$ cat src/rtl/floo_vc_link_buffer.sv
// rtl/floo_vc_link_buffer.sv - per-VC elastic link buffer with round-robin lane arbitration
module floo_vc_link_buffer #(
    parameter int unsigned NumVirtChannels = 2,
    parameter int unsigned FifoDepth       = 2,
    parameter type         flit_t          = logic
) (
    input  logic                       clk_i,
    input  logic                       rst_ni,
    input  logic [NumVirtChannels-1:0] valid_i,
    output logic [NumVirtChannels-1:0] ready_o,
    input  flit_t                      data_i,
    output logic [NumVirtChannels-1:0] valid_o,
    input  logic [NumVirtChannels-1:0] ready_i,
    output flit_t                      data_o
);

    localparam int unsigned PtrW = (NumVirtChannels > 1) ? $clog2(NumVirtChannels) : 1;
    localparam int unsigned IdxW = (FifoDepth > 1) ? $clog2(FifoDepth) : 1;
    localparam int unsigned CntW = $clog2(FifoDepth + 1);

    flit_t            mem_q    [NumVirtChannels][FifoDepth];
    logic [IdxW-1:0]  rd_ptr_q [NumVirtChannels];
    logic [IdxW-1:0]  wr_ptr_q [NumVirtChannels];
    logic [CntW-1:0]  count_q  [NumVirtChannels];
    logic [PtrW-1:0]  rr_ptr_q, rr_ptr_d;

    logic [NumVirtChannels-1:0] cand;
    logic [NumVirtChannels-1:0] push;
    logic [NumVirtChannels-1:0] pop;
    logic                       grant_valid;
    logic [PtrW-1:0]            grant_idx;
    logic [31:0]                scan_idx;

    // Readiness and arbitration candidates come from registered counts only,
    // so a pop never makes room for a same-cycle push into a full FIFO.
    always_comb begin
        ready_o = '0;
        cand    = '0;
        for (int unsigned v = 0; v < NumVirtChannels; v++) begin
            ready_o[v] = (count_q[v] != CntW'(FifoDepth));
            cand[v]    = (count_q[v] != '0) && ready_i[v];
        end
        push = valid_i & ready_o;
    end

    // Round-robin search starting at the priority pointer, wrapping around.
    always_comb begin
        grant_valid = 1'b0;
        grant_idx   = '0;
        scan_idx    = '0;
        for (int unsigned i = 0; i < NumVirtChannels; i++) begin
            scan_idx = (32'(rr_ptr_q) + i) % NumVirtChannels;
            if (!grant_valid && cand[scan_idx]) begin
                grant_valid = 1'b1;
                grant_idx   = PtrW'(scan_idx);
            end
        end
        valid_o  = '0;
        pop      = '0;
        data_o   = '0;
        rr_ptr_d = rr_ptr_q;
        if (grant_valid) begin
            valid_o[grant_idx] = 1'b1;
            pop[grant_idx]     = 1'b1;
            data_o             = mem_q[grant_idx][rd_ptr_q[grant_idx]];
            rr_ptr_d = (grant_idx == PtrW'(NumVirtChannels - 1)) ? '0 : grant_idx + PtrW'(1);
        end
    end

    // Per-VC occupancy, read/write pointers and the arbiter priority pointer.
    always_ff @(posedge clk_i or negedge rst_ni) begin
        if (!rst_ni) begin
            rr_ptr_q <= '0;
            for (int unsigned v = 0; v < NumVirtChannels; v++) begin
                rd_ptr_q[v] <= '0;
                wr_ptr_q[v] <= '0;
                count_q[v]  <= '0;
            end
        end else begin
            rr_ptr_q <= rr_ptr_d;
            for (int unsigned v = 0; v < NumVirtChannels; v++) begin
                if (push[v]) begin
                    wr_ptr_q[v] <= (wr_ptr_q[v] == IdxW'(FifoDepth - 1)) ? '0 : wr_ptr_q[v] + IdxW'(1);
                end
                if (pop[v]) begin
                    rd_ptr_q[v] <= (rd_ptr_q[v] == IdxW'(FifoDepth - 1)) ? '0 : rd_ptr_q[v] + IdxW'(1);
                end
                case ({push[v], pop[v]})
                    2'b10:   count_q[v] <= count_q[v] + CntW'(1);
                    2'b01:   count_q[v] <= count_q[v] - CntW'(1);
                    default: count_q[v] <= count_q[v];
                endcase
            end
        end
    end

    // Flit storage; contents are only observed while the matching count is non-zero.
    always_ff @(posedge clk_i) begin
        for (int unsigned v = 0; v < NumVirtChannels; v++) begin
            if (push[v]) begin
                mem_q[v][wr_ptr_q[v]] <= data_i;
            end
        end
    end

    // Upstream may offer at most one VC per cycle on the shared lane.
    assert property (@(posedge clk_i) disable iff (!rst_ni) $onehot0(valid_i))
        else $error("valid_i has more than one bit set");

    // A pending offer must stay asserted until it is accepted.
    for (genvar gv = 0; gv < NumVirtChannels; gv++) begin : g_hold_chk
        assert property (@(posedge clk_i) disable iff (!rst_ni)
                         (valid_i[gv] && !ready_o[gv]) |=> valid_i[gv])
            else $error("valid_i dropped before handshake");
    end

endmodule

$ cat config.mk
export PLATFORM = sky130hd
export DESIGN_NAME = floo_vc_link_buffer
export DESIGN_NICKNAME = d
export VERILOG_FILES = /design/src/rtl/floo_vc_link_buffer.sv
export SDC_FILE = /design/constraint.sdc
export NUM_CORES = 1
export LEC_CHECK = 0
export CORE_UTILIZATION = 45
export DETAILED_ROUTE_END_ITERATION = 8
export PLACE_DENSITY = 0.71
export SLEW_MARGIN = 20
export SYNTH_ARGS = -nofsm -noshare
export SYNTH_HDL_FRONTEND = slang
export SYNTH_SLANG_ARGS = --single-unit
export TNS_END_PERCENT = 20
$ cat constraint.sdc
create_clock -name clk_i -period 2 [get_ports clk_i]
set_input_delay 0.6 -clock clk_i [delete_from_list [all_inputs] [get_ports clk_i]]
set_output_delay 0.6 -clock clk_i [all_outputs]
set_load 0.005 [all_outputs]
Yosys cells after proc, flatten, opt, wreduce, memory -nomap -nowiden

Memories as Yosys holds them, arrays and structs flattened.
Index checks and enable logic that the tools add are counted.

Add/subtract/negate cells: 10
$mul: 0
Div/mod/pow operators: 0
Order comparisons: 10
Eq/ne operators: 6
Shift-type cells: 0
Mux-type cells: 33
Bitwise gates (word level): 5
Reductions and logical operators: 11

Operators with widths:

| cell                                                                         | count |
|---|---|
| 1-bit two-way mux                                                            | 25 |
| 2-bit >= comparator, second input constant                                   | 4 |
| 1-bit inverter with 2-bit output                                             | 4 |
| 2-bit case mux with 2 select lines                                           | 2 |
| 2-bit nonzero test                                                           | 4 |
| 1-bit adder, second input constant                                           | 6 |
| 1-bit logical AND                                                            | 6 |
| 1-bit by 2-bit less-than comparator with 1-bit output, second input constant | 3 |
| 2-bit two-way mux                                                            | 3 |
| 2-bit by 1-bit adder with 2-bit output, second input constant                | 2 |
| 2-bit by 1-bit equality test with 1-bit output, second input constant        | 2 |
| 2-bit equality test, second input constant                                   | 2 |
| 2-bit by 1-bit less-than comparator with 1-bit output, second input constant | 2 |
| 2-bit inequality test, second input constant                                 | 2 |
| 2-bit by 1-bit subtractor with 2-bit output, second input constant           | 2 |
| 1-bit demux with 1-bit select                                                | 3 |
| 2-bit AND                                                                    | 1 |
| 1-bit >= comparator, second input constant                                   | 1 |
| 1-bit zero test                                                              | 1 |

Register bits: 9
Bits in latches: 0
Memory bits (writable): 4
Memory bits (read-only): 0
Bits of input ports: 7
Output and inout bits: 5
Word-level logic and storage cells: 83
Memories kept: 1

Memories:

| name  | depth | bits a word | rd ports | clocked after memory_dff | write ports | RTL line | RTL |
|---|---|---|---|---|---|---|---|
| mem_q | 2     | 2           | 1        | 0                        | 2           | 21       | `flit_t mem_q [NumVirtChannels][FifoDepth];` |

Longest topological paths before layout

Depth in word-level cells: 17
Mapped depth: 7

Worst setup path after synthesis

Ideal clock, no wire load.

Path type: input-to-output
From: input port ready_i[1]
To: output port data_o
Data arrival time: 1.262 ns
Data required time: 1.400 ns
Slack: 0.138 ns
Stages: 3
Path buffers: 0
Cells stage by stage: o21a_4 a221o_1 a221oi_2

Cells in the longest elaborated chain, start to end: 16
Elaborated cells between the ends (all ways): 21
Those cells by class: 15 x mux; 2 x bitwise; 3 x reduce/logical; 1 x memory

Ends and longest elaborated chain:

| element                                                | RTL line | RTL |
|---|---|---|
| from (decl)                                            | 13       | `input logic [NumVirtChannels-1:0] ready_i,` |
| 1-bit logical AND *                                    | 41       | `cand[v] = (count_q[v] != '0) && ready_i[v];` |
| 1-bit two-way mux (implied by the code) (2 in a row)   | 53       | `if (!grant_valid && cand[scan_idx]) begin` |
| 1-bit two-way mux                                      | 53       |  |
| 1-bit zero test                                        | 53       |  |
| 1-bit logical AND                                      | 53       |  |
| 1-bit two-way mux                                      | 53       |  |
| 1-bit inverter with 2-bit output (implied by the code) | 65       | `data_o = mem_q[grant_idx][rd_ptr_q[grant_idx]];` |
| 1-bit two-way mux (implied by the code) (3 in a row)   | 65       |  |
| 1-bit inverter with 2-bit output (implied by the code) | 65       |  |
| 1-bit two-way mux (implied by the code) (3 in a row)   | 65       |  |
| 1-bit two-way mux *                                    | 62       | `if (grant_valid) begin` |
| to (decl)                                              | 14       | `output flit_t data_o` |

Mark *: on every way between the ends. The rest lies on a longest branch, timed or not. The select of a mux whose other input is x is not followed.

Worst setup path after layout

From: input port ready_i[0]
To: output port data_o

Same word-level chain as after synthesis.

==> results.md <==
- The flow ran to the end, but the final reports show violations.
- The checks that failed: negative setup slack.
- For this run, the leading register cell type out of synthesis is sky130_fd_sc_hd__dfrtp_1.
- Across every metal layer, demand over resource in global routing totals 22.0%.
- The number of antenna violations at the first check in global routing is 0.
- The number of hold buffers added after cts is 0.
- The synthesized netlist occupies a cell area of slightly above 600 µm².
- The via count of the first global-routing pass is between 400 and 500.
- The cell with the most instances after synthesis is sky130_fd_sc_hd__dfrtp_1.
- The first global-routing pass estimated 2080 µm of wire.
- The later pin in the worst-skew pair is clocked with a latency of between 200 and 300 ps.
- After synthesis, the largest family of logic cells by area is XOR/XNOR gates.
- After routing the design area is between 800 and 900 µm².
- The clock tree from TritonCTS is yes.
- The die area is between 0.0015 and 0.002 mm².
- The number of warning messages in the yosys log is 0.
- The leftover overflow at the end of global routing is 0.
- In this run, synthesis inferred 4 flip-flops with an integrated enable.
- The mean routed wirelength per cell is 13.6 µm.
- STA puts the critical path data required time at ~1400 ps.
- The startpoint identified for the worst hold timing path is wr_ptr_q[1]$_DFFE_PN0P_.
- The kind of cell with the highest combined delay along the critical path is compound AO/OA/AOI/OAI gates.
- The wire length on met1 is 591 µm.
- The first detailed-routing pass ran for 4 iterations.
- The timing-limited maximum frequency is 460 MHz.
- For the finished layout, the period the worst path requires is ~2200 ps.
- The final critical path takes up 109% of the cycle.
- In this run the count of I/O pins placed on the die edge is 12.
- The adder and majority cell fraction of the synthesized area is approximately 4.1%.
- Among all stages on the critical path, the largest delay is contributed by sky130_fd_sc_hd__a221o_1.
- Ranked by instance count, the synthesized netlist is headed by sky130_fd_sc_hd__dfrtp_1 (9), sky130_fd_sc_hd__xnor2_1 (7), sky130_fd_sc_hd__nor2_1 (6).
- The critical setup path kind is input pin to output pin.
- Wire segments on met3 add up to 44 µm in the final route.
- In this run the standard cell core region covers 0.00119 mm².
- The relative slew slack is 72.5%.
- The tightest hold path in the finished design has a slack of approximately 500 ps.
- The total CTS buffers is 3.
- The mean number of vias per cell is 5.02.
- The largest clock skew in the final design is about 9.7 ps.
- The count of buffers added on input and output ports is 11.
- The destination of the worst register-to-register timing path is count_q[1]$_DFFE_PN0P_.
- In the post-synthesis netlist, the biggest area contributors are sky130_fd_sc_hd__dfrtp_1 (37%), sky130_fd_sc_hd__edfxtp_1 (20%), sky130_fd_sc_hd__xnor2_1 (10%).
- At the pin with the least slew margin, the transition time is roughly 410 ps.
- Counting instances, the worst hold path has a depth of 1.
- After detailed routing, the number of remaining DRC violations is 0.
- Of the total synthesized cell area, the portion taken by AND, OR, NAND and NOR gates is under 10%.
- The number of placement rows is 12.
- The number of pins exceeding their max-slew limit in the final report is 0.
- The depth of the worst register-to-register path is 9.
- The clock-pin slew on the worst setup and hold paths is around 70 ps.
- The area share of the largest cell type after synthesis is between 30 and 40%.
- For this run, the post-layout net count is 87.
- The detailed-route wire length is about 1200 µm.
- For flop-to-flop paths, the worst setup slack is 190 ps.
- The height of the die is around 39 µm.
- STA classifies the critical path endpoint as an output pin.
- The post-layout instance count excluding filler cells is 91.
- The total of flip-flops plus latches after synthesis is 13.
- The tool flagged a number of max-cap violations equal to 0.
- Of all nets on the critical path, the largest fanout is 5.
- The chip width is 38.9 µm.
- The share of synthesized area occupied by flip-flops and latches is between 50% and 60%.
- The congestion estimate from routability-driven global placement came to 0.656.
- The number of nets in the synthesized netlist is slightly below 60.
- The portion of netlist area occupied by mux cells is roughly 1.6%.
- The initial detailed-routing violation count is 11.
- The root buffer cell is sky130_fd_sc_hd__clkbuf_4.
- The post-synthesis compound-gate area fraction is roughly 13%.
- The power density normalized to cell area is between 1500 and 2000 mW/mm².
- The startpoint identified for the worst register-to-register timing path is count_q[1]$_DFFE_PN0P_.
- Setup slack on the critical path of the routed design comes to -174 ps.
- Setup repair after global routing could not meet its margin everywhere.
- In this run, placement finished with an instance count of 85.
- Tracing the worst setup path back leads to its startpoint at ready_i[0].
- After detailed placement, the total cell area comes to approximately 820 µm².
- Setup violations remaining at the end of the flow were counted as 3.
- Timing analysis after detailed placement gives a worst setup slack of -831 ps.
- The mean post-synth cell area is 12.5 µm².
- The repair_antennas step left the layout with diodes totalling 0.
- The signal on the critical path passes through clkdlybuf4s15_1 > o21ai_4 > a221o_1 > a221oi_2 > buf_2.
- STA classifies the critical path startpoint as an input pin.
- The ratio of cells with drive above 1 in the final layout is between 30% and 40%.
- The count of different cell masters after synthesis is 19.
- Of all cell types, the one taking the most synthesized area is sky130_fd_sc_hd__dfrtp_1.
- The growth of design area from synthesis to finish is 45.8%.
- For this run, asynchronously set or reset flops after synthesis account for between 60% and 70%.
- In this run the number of H-tree levels came out at 1.
- The via count of the routed design is roughly 460.
- Once detailed placement completed, the half-perimeter wirelength came to slightly above 900 µm.
- The leakage power summed over all cells is about 0.4 nW.
- The maximum single-stage delay on the critical path is between 200 and 300 ps.
- The data arrival time of the critical path is 1570 ps.
- The xor/xnor share of the synthesized area is between 10% and 20%.
- The pin count of the biggest net entering global routing is 10.
- The capture endpoint of the worst hold path is wr_ptr_q[1]$_DFFE_PN0P_.
- The total number of clock tree sinks is 13.
- The remaining number of nets flagged by the antenna check after routing is 0.
- The maximum clock insertion buffer count is 2.
- The worst-case IR drop observed on VDD is between 1000 and 1500 µV.
- The number of hold-slack violations in the final timing report is 0.
- The number of instances in the synthesized netlist is 49.
- The path class of the tightest hold or removal check is flop to flop.
- After detailed routing, the met2 layer carries 572 µm of wire.
- The number of buffers and inverters on the critical path is 2.
- The effective utilization at floorplan is between 50 and 60%.
- Routed signal wires occupy layers up through met4.
## flip-flops by register name (all words and copies together), names as in the netlist
| signal | count |
|---|---|
| count_q | 4 |
| mem_q | 4 |
| rd_ptr_q | 2 |
| wr_ptr_q | 2 |
| rr_ptr_q | 1 |
## power by group
| group | total, W | switching [W] | internal [W] |
|---|---|---|---|
| clock network | 0.000162 | 0.0000875 | 0.0000743 |
| logic | 0.000740 | 0.000325 | 0.000415 |
| registers | 0.000478 | 0.0000793 | 0.000399 |
| total | 0.00138 | 0.000492 | 0.000888 |
## how the worst max path moves through the flow
| stage | to | slack [ps] | cells past startpoint |
|---|---|---|---|
| final | data_o | -170 | 5 |
| after global routing | data_o | -230 | 4 |
| after CTS | data_o | -220 | 4 |
| after detailed placement | data_o | -830 | 5 |
| after global placement | data_o | -810 | 5 |
| after floorplan | data_o | 140 | 3 |
## final cells by class
class / instances / area, µm²
sequential: 13 / 345
fill: 86 / 294
multi-input combinational: 33 / 292
timing repair buffer: 24 / 199
clock buffer: 3 / 22.5
tap: 14 / 17.5
inverter: 3 / 11.3
clock inverter: 1 / 5.00
## kinds of logic after synthesis
family	Yosys count
buffers and inverters	3
XOR/XNOR	10
flip-flops	13
adder cells (fa/ha/maj)	2
AO/OA/AOI/OAI	8
AND/OR/NAND/NOR	12
multiplexers	1
## cell usage in the layout, fill, tap and decap left out
cell type	count
sky130_fd_sc_hd__a21oi_4	1
sky130_fd_sc_hd__a221o_1	1
sky130_fd_sc_hd__a221oi_2	1
sky130_fd_sc_hd__and3_1	2
sky130_fd_sc_hd__buf_2	2
sky130_fd_sc_hd__buf_4	12
sky130_fd_sc_hd__buf_6	1
sky130_fd_sc_hd__clkbuf_4	3
sky130_fd_sc_hd__clkdlybuf4s15_1	1
sky130_fd_sc_hd__clkdlybuf4s15_2	1
sky130_fd_sc_hd__clkdlybuf4s50_1	4
sky130_fd_sc_hd__clkinv_2	1
sky130_fd_sc_hd__dfrtp_1	9
sky130_fd_sc_hd__dlygate4sd2_1	3
sky130_fd_sc_hd__edfxtp_1	4
sky130_fd_sc_hd__ha_1	2
sky130_fd_sc_hd__inv_1	3
sky130_fd_sc_hd__mux2i_1	1
sky130_fd_sc_hd__nand2_1	2
sky130_fd_sc_hd__nand2b_1	2
sky130_fd_sc_hd__nor2_1	6
sky130_fd_sc_hd__o211a_1	1
sky130_fd_sc_hd__o21a_4	1
sky130_fd_sc_hd__o21ai_4	2
sky130_fd_sc_hd__o221ai_2	1
sky130_fd_sc_hd__xnor2_1	7
sky130_fd_sc_hd__xor2_1	3
## layer usage
metal	track usage, %	vias up
li1	-	225
met1	28.2	221
met2	32.1	7
met3	6.94	4
met4	12.9	0
met5	0	-
## through the flow
step | utilization, % | total power (W) | TNS, ps
after floorplan | - | 0.000849 | 0
after global placement | 69.3 | 0.00116 | -3200
after detailed placement | 69.3 | 0.00118 | -3390
after CTS | 74.6 | 0.00137 | -413
after global routing | 75.2 | 0.00148 | -520
final | 75.2 | 0.00138 | -363
## what timing repair did
| item | 4_1_cts | 5_1_grt |
|---|---|---|
| setup buffers | 2 | 0 |
| setup endpoints to repair | 8 | 3 |
| pin swaps | 3 | 3 |
| gates resized for setup | 20 | 2 |
Power figures use the tool's default switching activity.
